### config.mk
export PLATFORM = sky130hd
export DESIGN_NAME = instruction_queue
export DESIGN_NICKNAME = d
export VERILOG_FILES = /design/src/rtl/instruction_queue.sv
export SDC_FILE = /design/constraint.sdc
export NUM_CORES = 1
export LEC_CHECK = 0
export CAP_MARGIN = 10
export CELL_PAD_IN_SITES_DETAIL_PLACEMENT = 2
export CELL_PAD_IN_SITES_GLOBAL_PLACEMENT = 2
export CORE_AREA = 4 4 218 220
export DETAILED_ROUTE_END_ITERATION = 6
export DIE_AREA = 0 0 222 224
export GPL_ROUTABILITY_DRIVEN = 0
export MAX_ROUTING_LAYER = met4
export PLACE_DENSITY_LB_ADDON = 0.1
export SLEW_MARGIN = 10
export SYNTH_ARGS = -nofsm -noshare
export SYNTH_HDL_FRONTEND = slang
export SYNTH_SLANG_ARGS = --single-unit
### constraint.sdc
create_clock -name clk -period 11.1 [get_ports clk]
set_input_delay 1.665 -clock clk [delete_from_list [all_inputs] [get_ports clk]]
set_output_delay 1.665 -clock clk [all_outputs]
set_load 0.005 [all_outputs]
### src/rtl/instruction_queue.sv
// instruction_queue
// -----------------------------------------------------------------------------
// Decoupling FIFO between fetch and decode. Each entry carries an instruction
// word, its PC and the fetch-time branch prediction. Fetch pushes at the tail,
// decode pops the head through a valid/ready handshake, and a flush empties
// the queue in a single cycle.
//
// Optional feature macro: INSTRUCTION_QUEUE_BYPASS_EN
//   When defined, an entry offered to an empty queue is presented on deq_*
//   in the same cycle. If decode accepts it, it is never written into storage.
//
// Ports:
//   clk             clock, all state updates on the rising edge
//   rst             synchronous active-high reset (pointers only)
//   flush           discard all entries, highest priority
//   enq_valid/ready fetch-side handshake (ready = not full, state only)
//   enq_pc/insn/pred_taken/pred_target   entry payload from fetch
//   deq_valid/ready decode-side handshake (valid = not empty)
//   deq_pc/insn/pred_taken/pred_target   head payload, zero when not valid
//   count           number of occupied entries
// -----------------------------------------------------------------------------
module instruction_queue #(
  parameter int DEPTH      = 4,
  parameter int ADDR_WIDTH = 32,
  parameter int INSN_WIDTH = 32
) (
  input  logic                    clk,
  input  logic                    rst,
  input  logic                    flush,
  input  logic                    enq_valid,
  output logic                    enq_ready,
  input  logic [ADDR_WIDTH-1:0]   enq_pc,
  input  logic [INSN_WIDTH-1:0]   enq_insn,
  input  logic                    enq_pred_taken,
  input  logic [ADDR_WIDTH-1:0]   enq_pred_target,
  output logic                    deq_valid,
  input  logic                    deq_ready,
  output logic [ADDR_WIDTH-1:0]   deq_pc,
  output logic [INSN_WIDTH-1:0]   deq_insn,
  output logic                    deq_pred_taken,
  output logic [ADDR_WIDTH-1:0]   deq_pred_target,
  output logic [$clog2(DEPTH):0]  count
);

  localparam int IDX_W = $clog2(DEPTH);
  localparam int PTR_W = IDX_W + 1;

  logic [PTR_W-1:0]      r_head;
  logic [PTR_W-1:0]      r_tail;
  logic [ADDR_WIDTH-1:0] r_pc_mem     [DEPTH];
  logic [INSN_WIDTH-1:0] r_insn_mem   [DEPTH];
  logic                  r_taken_mem  [DEPTH];
  logic [ADDR_WIDTH-1:0] r_target_mem [DEPTH];

  logic [IDX_W-1:0]      w_head_idx;
  logic [IDX_W-1:0]      w_tail_idx;
  logic                  w_empty;
  logic                  w_full;
  logic                  w_enq_fire;
  logic                  w_deq_fire;
`ifdef INSTRUCTION_QUEUE_BYPASS_EN
  logic                  w_bypass;
`endif

  assign w_head_idx = r_head[IDX_W-1:0];
  assign w_tail_idx = r_tail[IDX_W-1:0];
  // Extra pointer MSB distinguishes full (wrap bits differ) from empty.
  assign w_empty    = (r_head == r_tail);
  assign w_full     = (w_head_idx == w_tail_idx) && (r_head[PTR_W-1] != r_tail[PTR_W-1]);

  assign enq_ready  = !w_full;
  assign count      = r_tail - r_head;

`ifdef INSTRUCTION_QUEUE_BYPASS_EN
  assign w_bypass   = w_empty && !flush && enq_valid;
`endif

  // Handshake firing; flush cancels both sides for this cycle.
  always_comb begin
    w_enq_fire = 1'b0;
    w_deq_fire = 1'b0;
    if (!flush) begin
`ifdef INSTRUCTION_QUEUE_BYPASS_EN
      // A bypassed entry that decode accepts never touches storage.
      w_enq_fire = enq_valid && !w_full && !(w_bypass && deq_ready);
`else
      w_enq_fire = enq_valid && !w_full;
`endif
      // Only stored entries move the head pointer.
      w_deq_fire = !w_empty && deq_ready;
    end else begin
      w_enq_fire = 1'b0;
      w_deq_fire = 1'b0;
    end
  end

  // Head output mux; payload is forced to zero when no entry is presented.
  always_comb begin
    deq_valid       = 1'b0;
    deq_pc          = {ADDR_WIDTH{1'b0}};
    deq_insn        = {INSN_WIDTH{1'b0}};
    deq_pred_taken  = 1'b0;
    deq_pred_target = {ADDR_WIDTH{1'b0}};
`ifdef INSTRUCTION_QUEUE_BYPASS_EN
    if (w_bypass) begin
      deq_valid       = 1'b1;
      deq_pc          = enq_pc;
      deq_insn        = enq_insn;
      deq_pred_taken  = enq_pred_taken;
      deq_pred_target = enq_pred_target;
    end else if (!w_empty) begin
`else
    if (!w_empty) begin
`endif
      deq_valid       = 1'b1;
      deq_pc          = r_pc_mem[w_head_idx];
      deq_insn        = r_insn_mem[w_head_idx];
      deq_pred_taken  = r_taken_mem[w_head_idx];
      deq_pred_target = r_target_mem[w_head_idx];
    end else begin
      deq_valid       = 1'b0;
    end
  end

  // Pointer registers; reset and flush both collapse the queue to empty.
  always_ff @(posedge clk) begin
    if (rst || flush) begin
      r_head <= {PTR_W{1'b0}};
      r_tail <= {PTR_W{1'b0}};
    end else begin
      if (w_enq_fire) begin
        r_tail <= r_tail + {{(PTR_W-1){1'b0}}, 1'b1};
      end
      if (w_deq_fire) begin
        r_head <= r_head + {{(PTR_W-1){1'b0}}, 1'b1};
      end
    end
  end

  // Entry storage; intentionally not reset, validity comes from the pointers.
  always_ff @(posedge clk) begin
    if (w_enq_fire) begin
      r_pc_mem[w_tail_idx]     <= enq_pc;
      r_insn_mem[w_tail_idx]   <= enq_insn;
      r_taken_mem[w_tail_idx]  <= enq_pred_taken;
      r_target_mem[w_tail_idx] <= enq_pred_target;
    end
  end

endmodule
Word level (Yosys, flattened, before mapping)
Memory sizes are Yosys's and may differ from the RTL's. A register that Yosys moved wholly into a read port is not among the register bits.
Cells that the tools add are included.

storage, ports and cells
  logic and storage cells = 35
  memory bits (writable) = 388
  latch bits = 0
  input bits = 102
  bits in registers = 6
  bits in read-only memories = 0
  memories = 4

cells by class
  reduce and logical (&&, ||, !) cells = 6
  eq/ne operators = 3
  add/subtract/negate cells = 3
  divide/modulo/power cells = 0
  shift operators = 0
  bitwise gates (word level) = 0
  muxes and demuxes = 17
  magnitude comparators = 0
  $mul = 0

memory list
  name          words  width  rd ports  clocked after memory_dff  write ports  line  source
  r_insn_mem    4      32     1         1                         1            51    logic [INSN_WIDTH-1:0] r_insn_mem [DEPTH];
  r_pc_mem      4      32     1         1                         1            50    logic [ADDR_WIDTH-1:0] r_pc_mem [DEPTH];
  r_target_mem  4      32     1         1                         1            53    logic [ADDR_WIDTH-1:0] r_target_mem [DEPTH];
  r_taken_mem   4      1      1         1                         1            52    logic r_taken_mem [DEPTH];

operator list
  operator               number
  $mux W32               3
  $mux W2                8
  $add A3 B1 Y3 const B  2
  $mux W1                6
  $eq A3 B3 Y1           1
  $logic_and A1 B1 Y1    3
  $sub A3 B3 Y3          1
  $eq A2 B2 Y1           1
  $logic_not A1 Y1       2
  $logic_or A1 B1 Y1     1
  $ne A1 B1 Y1           1

Depth between registers and ports, before layout
  depth after elaboration = 7
  mapped depth = 7
  mapped depth without buffers = 5

Worst setup path after synthesis
No wires, ideal clock.

  path type = input -> register
  start = input flush
  end = register r_tail[2]
  arrival = 9.390 ns
  required time = 10.671 ns
  buffers on the path = 0
  path slack = 1.281 ns
  setup time = 0.429 ns
  stages = 3
  cells stage by stage = nand2b_1 > a211oi_1 > mux2i_1

between the ends
  cells in the longest elaborated chain, start to end = 1

RTL lines
  what                                                  line     source
  start, declared                                       29       input logic flush,
  $mux W1 / $logic_or A1 B1 Y1 (equally long branches)  82, 127
  end signal, assigned                                  129      r_tail <= {PTR_W{1'b0}};
  end signal, assigned                                  132      r_tail <= r_tail + {{(PTR_W-1){1'b0}}, 1'b1};
  end, declared                                         49       logic [PTR_W-1:0] r_tail;

Parallel ways exist; a longest one is shown, timed or not.
A chain may end at the register's enable or synchronous reset.

==> impl_metrics.py <==
metrics = {
    "outcome": {
        "run_status": "finished clean",
    },
    "global_route": {
        "grt_max_degree": 70,
        "antenna_found_initial": 3,
        "grt_pass1_vias": 8447,
        "grt_pass1_wl_um": 55200,
        "overflow": 0,
        "grt_use_total_pct": 15.2,
    },
    "logic_synthesis": {
        "seq_area_frac_synth_pct": 77.2,
        "synth_nets": 784,
        "yosysWarnings": 0,
        "synth_area_per_cell_um2": 22.7,
        "synth_cell_types": 30,
        "syn_inst": 674,
        "ys_async_sr_fraction_pct": 0,
        "synth_edf_count": 388,
        "netlist_area_um2": 15300,
        "ys.flop_type": "edfxtp_1",
        "ys_ff_latch": 396,
    },
    "setup_path": {
        "critPathMostFrequentCell": "buf_4",
        "path_max_fanout": 44,
        "crit_arrival_ps": 4080,
        "critPathSlowestCell": "buf_4",
        "required_ps": 9440,
        "timing.rr.end": "r_insn_mem[0][27]$_DFFE_PP_",
        "crit_path_cell_trace": "buf_4, buf_4, mux4_2, nor2b_1, clkdlybuf4s50_1",
        "timing.setup.critical_path_class": "register to output pin",
        "crit_path_end_kind": "output pin",
        "critPathBufInv": 3,
        "slowest_delay_ps": 890,
        "start_kind": "register",
        "crit_family": "buffers and inverters",
        "r2r_cells": 6,
        "rrSetupSlack_ps": 7510,
        "r2r-start": "r_tail[0]$_SDFFE_PP0P_",
    },
    "routing": {
        "post_drt_wl_per_cell_um": 24.0,
        "dr_total_vias": 7307,
        "drtPass1Iterations": 5,
        "drtIter0Drc": 443,
        "drt_wl_total_um": 36700,
        "drc": 0,
        "vias_per_cell": 4.77,
        "ant_nets": 0,
    },
    "timing": {
        "timing.final.crit_period_ps": 5740,
        "hold_viol": 0,
        "worst_pin_slew_ps": 1180,
        "finalSetupViolCount": 0,
        "maxSlewHeadroom_pct": 21.4,
        "tns_ps": 0,
        "grt_setup_unrepaired": "false",
        "max_freq_mhz": 174,
        "finalCritPeriodShare_pct": 51.7,
        "hold_slack_ps": 520,
        "finalMaxSlewViolations": 0,
        "fin_skew_ps": 11.9,
    },
    "cells_and_area": {
        "finalNonFillerCells": 1531,
        "final_common_cell": "edfxtp_1",
        "area_growth_pct": 25.4,
        "nets": 1008,
        "drive_above_1_share_pct": 18.9,
        "final_cell_mix": "388 x edfxtp_1, 203 x clkdlybuf4s50_1, 97 x mux4_2",
    },
    "floorplan": {
        "initial_core_util_pct": 33.8,
        "io_pins": 204,
        "die_h_um": 224,
        "die_w_um": 222,
        "core-area_um2": 45300,
        "rows": 78,
        "dieArea_um2": 49700,
    },
    "place": {
        "portBuffers": 203,
        "placed_cells": 1453,
        "hpwl_um": 22100,
    },
    "job": {
        "maxCapViolCount": 0,
    },
    "clock_network": {
        "cts_buffer_depth": 3,
        "holdBufCountCts": 0,
        "cts_setup_buffers": 0,
        "clkTransAtPathRegs_ps": 60,
        "clock_sinks": 396,
        "cts_made_buffers": 43,
        "ctsResizeCount": 0,
        "insertion_delay_ps": 550,
        "cts_root_buf": "clkbuf_16",
        "htree_num_levels": 2,
        "cts_tree": "done",
    },
    "power": {
        "p_leak_nw": 5.92,
        "power_density_nw_per_um2": 162,
        "p_total_mw": 3.11,
        "irDropWorstVdd_uv": 89.8,
    },
    "hold_path": {
        "holdPathStages": 2,
        "hold_start": "r_head[0]$_SDFFE_PP0P_",
        "hold_class": "register to register",
    },
}
-- cells by family (layout without fill, tap and decap cells) --
| logic type | Yosys count | count (layout) | share of synthesized area [%] |
|---|---|---|---|
| simple gates | 118 | 118 | 5.26 |
| other cells | 0 | 3 | 0 |
| buf+inv | 42 | 296 | 1.81 |
| xor+xnor | 2 | 2 | 0.164 |
| mux | 103 | 103 | 14.7 |
| compound gates | 5 | 5 | 0.229 |
| fa+ha+maj | 8 | 8 | 0.703 |
| flops | 396 | 396 | 77.2 |
-- through the flow --
stage,cell area (µm²),setup WS [ps],util [%]
5_1_grt,19200,4960,42.4
2_1_floorplan,15300,1280,-
3_5_place_dp,17900,5720,39.6
3_3_place_gp,17900,5740,39.6
4_1_cts,19200,5100,42.4
6_report,19200,5360,42.4
-- sequential cells by signal, indices dropped and copies added (netlist names), named ones only --
register / cells
r_target_mem: 128
r_taken_mem: 4
r_pc_mem: 128
r_tail: 3
r_head: 3
r_insn_mem: 128
-- cell usage after synthesis (2+ instances only) --
cell	number	area share, %
buf_12	5	0.65
nor2b_1	78	3.2
and2_1	4	0.16
inv_1	9	0.22
buf_2	5	0.16
nand2_1	10	0.25
mux4_2	97	14
ha_1	7	0.57
clkbuf_1	15	0.37
edfxtp_1	388	76
or3_1	2	0.082
dfxtp_1	8	1.0
o211ai_1	2	0.098
and2b_1	9	0.44
buf_4	6	0.29
mux2i_1	6	0.39
nor2b_4	10	0.90
-- report_power, final --
part           internal (mW)  leakage (nW)  switching [mW]  total, mW
combinational         0.0813          1.72          0.0665      0.148
sequential              1.66          3.59         0.00572       1.67
clock                  0.738         0.610           0.555       1.29
-- worst max path at each step --
stage | from | end | slack [ps] | depth (start not counted)
floorplan | flush | r_tail[2]$_SDFFE_PP0P_ | 1280 | 3
global placement | register | deq_insn[5] | 5740 | 5
detailed placement | register | deq_pred_target[26] | 5720 | 5
CTS | register | deq_insn[11] | 5100 | 5
global route | register | deq_insn[26] | 4960 | 5
finish | register | deq_pred_target[26] | 5360 | 5
-- layout make-up --
class / count / area [µm²]
sequential: 396 / 11800
multi-input combinational: 236 / 3240
clock buffer: 60 / 1180
tap: 600 / 751
timing repair buffer: 212 / 2100
inverter: 9 / 33.8
antenna: 3 / 7.51
fill: 4186 / 26100
clock inverter: 15 / 63.8
-- metal layers --
layer	part of all wire, %	track usage, %
met5	0	-
met4	1.8	3.40
met3	5.3	3.85
met2	49	24.8
met1	44	19.4
-- worst min-delay path, cell delays in order, from the launching register on --
cell and delay (ps):
dfxtp_1 340, nand2_1 80, mux2i_1 60
(Power assumes the default switching activity.)
